$ cat src/rtl/fetch_stage_pkg.sv
// Shared fetch-stage definitions: FSM states, the NOP bubble word, PC step.
package fetch_stage_pkg;

  // ST_LOCK is entered only when FETCH_MISALIGN_CHK_EN is defined.
  typedef enum logic [1:0] {
    ST_FETCH = 2'd0,
    ST_HOLD  = 2'd1,
    ST_DROP  = 2'd2,
    ST_LOCK  = 2'd3
  } fetch_st_e;

  localparam logic [31:0] NOP_INS = 32'h0000_0013;  // addi x0,x0,0
  localparam int          PC_INC  = 4;

endpackage

$ cat src/rtl/fetch_stage_if.sv
// Instruction-memory request/response bus between fetch and imem.
interface fetch_stage_if #(
  parameter int DATA_WIDTH = 32
) ();
  logic                  imem_req;
  logic [DATA_WIDTH-1:0] imem_addr;
  logic                  imem_ack;
  logic [DATA_WIDTH-1:0] imem_rdata;

  modport master (output imem_req, imem_addr, input imem_ack, imem_rdata);
  modport slave  (input imem_req, imem_addr, output imem_ack, imem_rdata);
endinterface

$ cat src/rtl/fetch_stage_if_id_reg.sv
// IF/ID pipeline register. clr loads a bubble and beats en.
module if_id_reg
  import fetch_stage_pkg::*;
#(
  parameter int DATA_WIDTH = 32
) (
  input  logic                  clk,
  input  logic                  rst,
  input  logic                  en,
  input  logic                  clr,
  input  logic                  d_misal,
  input  logic [DATA_WIDTH-1:0] d_ins,
  input  logic [DATA_WIDTH-1:0] d_pc,
  input  logic [DATA_WIDTH-1:0] d_pc4,
  output logic                  q_vld,
  output logic                  q_misal,
  output logic [DATA_WIDTH-1:0] q_ins,
  output logic [DATA_WIDTH-1:0] q_pc,
  output logic [DATA_WIDTH-1:0] q_pc4
);

  // Bubble on reset/clear, otherwise load a real entry when enabled.
  always_ff @(posedge clk) begin
    if (rst || clr) begin
      q_vld   <= 1'b0;
      q_misal <= 1'b0;
      q_ins   <= DATA_WIDTH'(NOP_INS);
      q_pc    <= '0;
      q_pc4   <= '0;
    end else if (en) begin
      q_vld   <= 1'b1;
      q_misal <= d_misal;
      q_ins   <= d_ins;
      q_pc    <= d_pc;
      q_pc4   <= d_pc4;
    end
  end

endmodule

$ cat src/rtl/fetch_stage.sv
// Instruction fetch stage: PC, imem handshake FSM (FETCH/HOLD/DROP), IF/ID.
// Optional: FETCH_MISALIGN_CHK_EN traps misaligned redirect targets.
module fetch_stage
  import fetch_stage_pkg::*;
#(
  parameter int                  DATA_WIDTH = 32,
  parameter logic [DATA_WIDTH-1:0] RESET_PC = '0
) (
  input  logic                  clk,
  input  logic                  rst,
  input  logic                  stall_d,
  input  logic                  flush_d,
  input  logic                  pc_src_e,
  input  logic [DATA_WIDTH-1:0] pc_target_e,
  fetch_stage_if.master         imem,
  output logic [DATA_WIDTH-1:0] ins,
  output logic [DATA_WIDTH-1:0] pc_d,
  output logic [DATA_WIDTH-1:0] pc_plus_4d,
  output logic                  valid_d,
  output logic                  misalign_d
);

  fetch_st_e             st, st_nxt;
  logic [DATA_WIDTH-1:0] pc, pc_nxt, pc_inc, hold_ins, word_ins;
  logic                  word_vld, hold_ld;

  assign pc_inc = pc + DATA_WIDTH'(PC_INC);  // wraps mod 2^DATA_WIDTH

`ifdef FETCH_MISALIGN_CHK_EN
  logic redir_bad, word_misal, owe, owe_nxt;
  assign redir_bad = pc_src_e && (pc_target_e[1:0] != 2'b00);
`endif

  // Next state, next PC and the word offered to IF/ID this cycle.
  always_comb begin
    st_nxt   = st;
    pc_nxt   = pc;
    word_vld = 1'b0;
    word_ins = imem.imem_rdata;
    hold_ld  = 1'b0;
`ifdef FETCH_MISALIGN_CHK_EN
    word_misal = 1'b0;
    owe_nxt    = owe;
`endif
    case (st)
      ST_FETCH: begin
        if (imem.imem_ack) begin
          // A redirect in the ack cycle throws the response away.
          if (!pc_src_e) begin
            if (!stall_d) begin
              word_vld = 1'b1;
              pc_nxt   = pc_inc;
            end else begin
              hold_ld = 1'b1;
              st_nxt  = ST_HOLD;
            end
          end
        end else if (pc_src_e) begin
          st_nxt = ST_DROP;
        end
      end
      ST_HOLD: begin
        if (pc_src_e) begin
          st_nxt = ST_FETCH;
        end else if (!stall_d) begin
          word_vld = 1'b1;
          word_ins = hold_ins;
          pc_nxt   = pc_inc;
          st_nxt   = ST_FETCH;
        end
      end
      ST_DROP: begin
        if (imem.imem_ack) st_nxt = ST_FETCH;
      end
      default: begin
`ifdef FETCH_MISALIGN_CHK_EN
        // Trap entry: valid slot, bubble word, misalign flag set.
        word_vld   = 1'b1;
        word_ins   = DATA_WIDTH'(NOP_INS);
        word_misal = 1'b1;
`endif
      end
    endcase
    if (pc_src_e) pc_nxt = pc_target_e;
`ifdef FETCH_MISALIGN_CHK_EN
    // owe remembers a response still in flight while locked, so leaving
    // the lock goes through DROP instead of mistaking it for a new word.
    if (st == ST_LOCK) begin
      owe_nxt = owe && !imem.imem_ack;
      if (pc_src_e) st_nxt = owe_nxt ? ST_DROP : ST_FETCH;
    end
    if (redir_bad) begin
      st_nxt  = ST_LOCK;
      owe_nxt = !imem.imem_ack &&
                ((st == ST_FETCH) || (st == ST_DROP) || ((st == ST_LOCK) && owe));
    end
`endif
  end

  // State, PC and hold buffer registers.
  always_ff @(posedge clk) begin
    if (rst) begin
      st       <= ST_FETCH;
      pc       <= RESET_PC;
      hold_ins <= '0;
`ifdef FETCH_MISALIGN_CHK_EN
      owe      <= 1'b0;
`endif
    end else begin
      st <= st_nxt;
      pc <= pc_nxt;
      if (hold_ld) hold_ins <= imem.imem_rdata;
`ifdef FETCH_MISALIGN_CHK_EN
      owe <= owe_nxt;
`endif
    end
  end

  // The request stays up in DROP until the stale response is absorbed.
  assign imem.imem_req  = !rst && ((st == ST_FETCH) || (st == ST_DROP));
  assign imem.imem_addr = pc;

  if_id_reg #(.DATA_WIDTH(DATA_WIDTH)) u_if_id (
    .clk     (clk),
    .rst     (rst),
    .en      (!stall_d),
    .clr     (flush_d || (!stall_d && !word_vld)),
`ifdef FETCH_MISALIGN_CHK_EN
    .d_misal (word_misal),
`else
    .d_misal (1'b0),  // misalign_d is constant zero in this build
`endif
    .d_ins   (word_ins),
    .d_pc    (pc),
    .d_pc4   (pc_inc),
    .q_vld   (valid_d),
    .q_misal (misalign_d),
    .q_ins   (ins),
    .q_pc    (pc_d),
    .q_pc4   (pc_plus_4d)
  );

endmodule
$ cat src/flat_wrapper.sv
// flat-port wrapper written by rule: the top's interface ports become plain ports
module fetch_stage_flat import fetch_stage_pkg::*;
#(
  parameter int                  DATA_WIDTH = 32,
  parameter logic [DATA_WIDTH-1:0] RESET_PC = '0
)
  (clk, rst, stall_d, flush_d, pc_src_e, pc_target_e, ins, pc_d, pc_plus_4d, valid_d, misalign_d, imem_imem_req, imem_imem_addr, imem_imem_ack, imem_imem_rdata);
  fetch_stage_if #(.DATA_WIDTH(DATA_WIDTH)) imem_i ();
  input  logic clk;
  input  logic rst;
  input  logic stall_d;
  input  logic flush_d;
  input  logic pc_src_e;
  input  logic [DATA_WIDTH-1:0] pc_target_e;
  output logic [DATA_WIDTH-1:0] ins;
  output logic [DATA_WIDTH-1:0] pc_d;
  output logic [DATA_WIDTH-1:0] pc_plus_4d;
  output logic valid_d;
  output logic misalign_d;
  output wire logic [$bits(imem_i.imem_req)-1:0] imem_imem_req;
  output wire logic [$bits(imem_i.imem_addr)-1:0] imem_imem_addr;
  input wire logic [$bits(imem_i.imem_ack)-1:0] imem_imem_ack;
  input wire logic [$bits(imem_i.imem_rdata)-1:0] imem_imem_rdata;
  assign imem_imem_req = imem_i.imem_req;
  assign imem_imem_addr = imem_i.imem_addr;
  assign imem_i.imem_ack = imem_imem_ack;
  assign imem_i.imem_rdata = imem_imem_rdata;
  fetch_stage #(.DATA_WIDTH(DATA_WIDTH), .RESET_PC(RESET_PC)) u_core (.clk(clk), .rst(rst), .stall_d(stall_d), .flush_d(flush_d), .pc_src_e(pc_src_e), .pc_target_e(pc_target_e), .imem(imem_i), .ins(ins), .pc_d(pc_d), .pc_plus_4d(pc_plus_4d), .valid_d(valid_d), .misalign_d(misalign_d));
endmodule
$ cat config.mk
export PLATFORM = sky130hd
export DESIGN_NAME = fetch_stage_flat
export DESIGN_NICKNAME = d
export VERILOG_FILES = /design/src/rtl/fetch_stage_pkg.sv /design/src/rtl/fetch_stage_if.sv /design/src/rtl/fetch_stage_if_id_reg.sv /design/src/rtl/fetch_stage.sv /design/src/flat_wrapper.sv
export SDC_FILE = /design/constraint.sdc
export NUM_CORES = 1
export LEC_CHECK = 0
export CAP_MARGIN = 10
export CORE_MARGIN = 8
export CORE_UTILIZATION = 35
export DETAILED_ROUTE_END_ITERATION = 10
export PLACE_DENSITY = 0.73
export SLEW_MARGIN = 10
export SYNTH_ARGS = -nofsm -noshare
export SYNTH_HDL_FRONTEND = slang
export SYNTH_SLANG_ARGS = --single-unit
$ cat constraint.sdc
create_clock -name clk -period 2.45 [get_ports clk]
set_clock_uncertainty 0.05 [all_clocks]
set_input_delay 0.49 -clock clk [delete_from_list [all_inputs] [get_ports clk]]
set_output_delay 0.49 -clock clk [all_outputs]
set_load 0.01 [all_outputs]
Word-level counts from Yosys, hierarchy flattened. Index checks and enable logic that the tools add are counted.

Register bits: 163. Output and inout bits: 131. Input port bits: 70. Word-level logic and storage cells: 50.

Muxes and demuxes: 22. $add $sub $neg: 1. Reduce and logical (&&, ||, !) cells: 13. Eq/ne operators: 7.

Operator list (number): $mux W32 (5); $pmux W32 S2 (1); $add A32 B3 Y32 const B (1); $mux W2 (7); $ne A3 B3 Y1 const B (4); $mux W1 (7); $pmux W2 S3 (1); $reduce_and A6 Y1 (1); $reduce_bool A3 Y1 (2); $logic_not A1 Y1 (3); $logic_or A1 B1 Y1 (3); $eq A2 B1 Y1 const B (1); $eq A2 B2 Y1 const B (1); $logic_and A1 B1 Y1 (2); $logic_not A2 Y1 (1); $ne A2 B2 Y1 const B (1); $pmux W1 S2 (1); $reduce_and A2 Y1 (1).

Depth between registers and ports, before layout.
Word-level depth: 8. Depth in mapped cells: 10. Depth with buffers taken out: 7.

Cells and area by module. From an unflattened synthesis, not the netlist that was laid out.

Cell total of the unflattened synthesis: 813. Area total of the unflattened synthesis: 7398.3 µm².

Modules (own cells, without submodules): fetch_stage (sequential area each 1321.3 µm², instances 1, cells an instance 495, area each 3922.5 µm²); if_id_reg (sequential area each 1961.9 µm², instances 1, cells an instance 318, area each 3475.8 µm²).

Least setup slack after synthesis. OpenSTA, ideal clock, no wires.

Path kind: flip-flop to flip-flop. Start point: reg u_core.pc[2], in the netlist u_core.imem.imem_addr[2]. End point: reg u_core.pc[22], in the netlist u_core.imem.imem_addr[22]. Stages on the path, launching flop included: 7. Data arrival time: 1961 ps. Slack: 348 ps. Period minus slack after synthesis: 2102 ps. Required time: 2309 ps. Library setup time: 91 ps. Path buffers: 0. Path through: dfxtp_1 -> ha_1 -> nand4_2 -> nor2_8 -> nand4_4 -> or4_1 -> a311oi_1.

Longest elaborated chain between the ends: 5.

RTL lines: from (decl) (RTL line fetch_stage.sv:24) `logic [DATA_WIDTH-1:0] pc, pc_nxt, pc_inc, hold_ins, word_ins;`; from (signal assigned) (RTL line fetch_stage.sv:111) `pc <= pc_nxt;`; $add A32 B3 Y32 * (RTL line fetch_stage.sv:27) `assign pc_inc = pc + DATA_WIDTH'(PC_INC);`; $mux W32 * (RTL line fetch_stage.sv:50, fetch_stage.sv:65); $mux W32 (RTL line fetch_stage.sv:47) `if (imem.imem_ack) begin`; $pmux W32 S2 * (RTL line fetch_stage.sv:45) `case (st)`; $mux W32 * (RTL line fetch_stage.sv:84) `if (pc_src_e) pc_nxt = pc_target_e;`.

Every way passes the cells marked *; elsewhere a longest branch is shown, timed or not. The select of a mux whose other input is x is not followed. A chain may end at the register's enable or synchronous reset.

Worst setup path after layout.
Start point: reg u_core.st[0]. End point: out imem_imem_req.

Longest elaborated chain between the ends: 3. Elaborated cells on any way between the ends: 4. Those cells by class: eq/ne (1); reduce/logical (3).

RTL lines: from (decl) (RTL line fetch_stage.sv:23) `fetch_st_e st, st_nxt;`; from (signal assigned) (RTL line fetch_stage.sv:110) `st <= st_nxt;`; $eq A2 B2 Y1 or $logic_not A2 Y1 (tied branches) (RTL line fetch_stage.sv:120) `assign imem.imem_req = !rst && ((st == ST_FETCH) || (st == ST_DROP));`; $logic_or A1 B1 Y1 * (RTL line fetch_stage.sv:120); $logic_and A1 B1 Y1 * (RTL line fetch_stage.sv:120); to (decl) (RTL line flat_wrapper.sv:20) `output wire logic [$bits(imem_i.imem_req)-1:0] imem_imem_req;`.

Every way passes the cells marked *; elsewhere a longest branch is shown, timed or not.

==> load_flow_metrics.sql <==
INSERT INTO impl_metrics (metric_group, metric, value, unit) VALUES
('run_status', 'outcome', 'completed', ''),
('yosys', 'synth_top_cells_by_area', 'dfxtp_1 44%, mux2i_1 9.8%, nor2_1 7.7%, a21oi_1 6.4%, nand2_1 4.7%', ''),
('layout', 'finish.cell_count_without_fillers', '1340', ''),
('drt', 'routed_wl', '22.3', 'mm'),
('timing', 'fmaxAchievable', '0.449', 'GHz'),
('global_routing', 'grt_util_all_layers', '17.0', '%'),
('yosys', 'synth.most_common_cell', 'dfxtp_1', ''),
('yosys', 'synth_warnings', '0', ''),
('timing', 'period_utilization', '90.9', '%'),
('global_routing', 'initial_antenna_violation_count', '2', ''),
('placement', 'dp_hpwl', '16.2', 'mm'),
('setup_path', 'sort_of_element_at_the_end_of_the_critical_path', 'primary output', ''),
('yosys', 'synth.ff_latch_count', '161', ''),
('die', 'die-area', '0.0259', 'mm^2'),
('yosys', 'synthDominantCellAreaShare', '43.9', '%'),
('timing', 'finalCriticalPeriod', '2230', 'ps'),
('timing', 'finalSetupTns', '0', 'ps'),
('timing', 'max_slew.worst_pin.slew', '628', 'ps'),
('drt', 'drc', '0', ''),
('clocking', 'cts_hold_repair.buffers', '0', ''),
('die', 'die_x', '161', 'um'),
('clocking', 'cts_buffer_depth', '2', ''),
('yosys', 'asyncSetResetFlopFracSynth', '0', '%'),
('yosys', 'synth-seq-area-share', '43.9', '%'),
('setup_path', 'worstSetupStartpointType', 'flop', ''),
('setup_path', 'timing.reg2reg.setup_slack', '280', 'ps'),
('yosys', 'post_synth_most_frequent_cells', '161 x dfxtp_1, 151 x nor2_1, 94 x a21oi_1, 91 x nand2_1, 72 x mux2i_1', ''),
('global_routing', 'grt-ovfl-total', '0', ''),
('setup_path', 'critical_path.reg2reg.endpoint', 'u_core.u_if_id.q_pc4[29]', ''),
('clocking', 'clock_latency', '430', 'ps'),
('job', 'cap_violations', '0', ''),
('timing', 'final-max-slew-violation-count', '0', ''),
('power_and_ir_drop', 'vdd_drop_max', '0.482', 'mV'),
('global_routing', 'vias_in_the_first_global_route', '6543', ''),
('clocking', 'tritoncts_clock_tree', 'yes', ''),
('setup_path', 'reg2reg_start', 'u_core.st[0]', ''),
('placement', 'place_inst', '1306', ''),
('die', 'core.rowCount', '53', ''),
('min_path', 'min-delay-start', 'stall_d', ''),
('setup_path', 'worst_r2r_path_depth', '8', ''),
('global_routing', 'grt_max_degree', '62', ''),
('min_path', 'min-delay-path-class', 'in2reg', ''),
('clocking', 'cts-buffers-inserted', '17', ''),
('die', 'core_area', '0.0208', 'mm^2'),
('setup_path', 'crit_path_max_fanout', '7', ''),
('clocking', 'clkSinkCount', '161', ''),
('drt', 'avgRoutedWirePerCell', '16.6', 'um'),
('layout', 'layout.area.seq', '0.00322', 'mm^2'),
('drt', 'detailroute.via_count', '6671', ''),
('yosys', 'syn-num-nets', '939', ''),
('yosys', 'post_synth_instance_area', '0.00734', 'mm^2'),
('layout', 'multiInputGateArea', '0.00369', 'mm^2'),
('global_routing', 'grt_first_pass_wirelength', '35.3', 'mm'),
('clocking', 'cts-resized-gates', '1', ''),
('timing', 'timing.max_slew.rel_slack', '58.1', '%'),
('clocking', 'clkTransAtPathRegs', '70', 'ps'),
('placement', 'place.gp.congestion', '0.881', ''),
('drt', 'first_pass_iters', '5', ''),
('setup_path', 'path_class', 'reg2out', ''),
('power_and_ir_drop', 'leakage', '3.96', 'nW'),
('clocking', 'clk_root_buffer_cell', 'clkbuf_16', ''),
('die', 'die_h', '161', 'um'),
('timing', 'rsz0062_at_grt', 'no', ''),
('die', 'start_util', '35.3', '%'),
('clocking', 'post_cts.repair.setup_buffers', '0', ''),
('layout', 'finish.utilization', '49.4', '%'),
('timing', 'finalHoldViolCount', '0', ''),
('yosys', 'dominant_register_cell_in_the_synthesized_netlist', 'dfxtp_1', ''),
('power_and_ir_drop', 'power.density', '643', 'mW/mm^2'),
('yosys', 'synth_cell_types', '54', ''),
('min_path', 'hold-path-cell-count', '2', '');
metrics by stage:
stage	setup WS, ps	instance area, um^2	hold slack (ps)	total power, W
floorplan	348	7340	384	0.00349
global route	37.5	10300	395	0.00692
CTS	187	10300	382	0.00670
finish	223	10300	401	0.00661
detailed placement	35.1	9680	396	0.00399
global placement	57.2	9680	389	0.00397
where the power goes:
| part | internal (W) | leakage (nW) | switching, W |
|---|---|---|---|
| logic | 0.000551 | 2.36 | 0.000563 |
| clock network | 0.00153 | 0.286 | 0.00115 |
| registers | 0.00273 | 1.31 | 0.0000881 |
| total | 0.00481 | 3.96 | 0.00180 |
kinds of logic (layout without fill, tap and decap cells):
logic type | count (synthesis) | count (layout) | share of synthesized area (%)
and+or+nand+nor | 332 | 332 | 20.8
DFF | 161 | 161 | 43.9
AOI/OAI and AO/OA | 157 | 157 | 12.1
buffers and inverters | 83 | 282 | 6.02
muxes | 76 | 76 | 10.4
xor gates and xnor gates | 49 | 49 | 5.85
adders and majority gates | 5 | 5 | 0.852
other | 1 | 3 | 0.0511
worst max path at each step:
| stage | startpoint | end | depth (start not counted) |
|---|---|---|---|
| after floorplan | u_core.imem.imem_addr[2] | u_core.imem.imem_addr[22] | 6 |
| final | u_core.st[0] | imem_imem_req | 6 |
| after detailed placement | imem_imem_ack | u_core.u_if_id.q_pc4[29] | 6 |
| after global routing | u_core.st[0] | u_core.u_if_id.q_pc4[29] | 8 |
| after CTS | u_core.st[0] | imem_imem_req | 6 |
| after global placement | imem_imem_ack | u_core.u_if_id.q_pc4[29] | 6 |
cells in the final DEF (no fill, tap or decap), drive strengths merged, types with 2 or more instances in the layout:
cell           count
clkdlybuf4s50    196
dfxtp            161
nor2             152
a21oi             94
nand2             91
mux2i             72
buf               45
xnor2             28
o21ai             26
xor2              21
a211oi            21
nand3             20
clkbuf            17
nand4             16
nor3              15
inv               13
nor4               8
and3               7
and4               7
and2               6
ha                 5
clkinv             5
o21a               4
mux2               4
a311oi             4
nor2b              3
clkinvlp           3
diode              2
o31ai              2
or3                2
bufinv             2
nand2b             2
or2                2
state kept, by name (all words and copies together), names as in the netlist:
name                   cells
u_core.u_if_id.q_vld       1
u_core.u_if_id.q_pc4      30
u_core.st                  2
u_core.u_if_id.q_ins      32
u_core.u_if_id.q_pc       32
u_core.hold_ins           32
u_core.imem.imem_addr     32
final cells by class:
class	instances	share of cell area, %
repair buffers	242	23.3
flip-flops and latches	161	31.3
inverters	8	0.292
clock inverters	15	1.69
well taps	275	3.35
clock buffers	17	4.14
multi-input cells	620	35.9
diodes	2	0.0487
critical path, cell delays in order, from the launching register on:
cell and delay [ps]:
dfxtp_1 380, inv_1 80, ha_1 220, buf_4 160, nor2_1 80, nor2_1 40, dlygate4sd2_1 300
layer usage:
| layer | routed length, um | track usage [%] |
|---|---|---|
| met1 | 10100 | 21.1 |
| met3 | 1460 | 5.14 |
| met2 | 10100 | 26.8 |
| met4 | 577 | 7.07 |
| met5 | 0 | 0 |
Note: power is estimated with default switching activity, not from simulation.
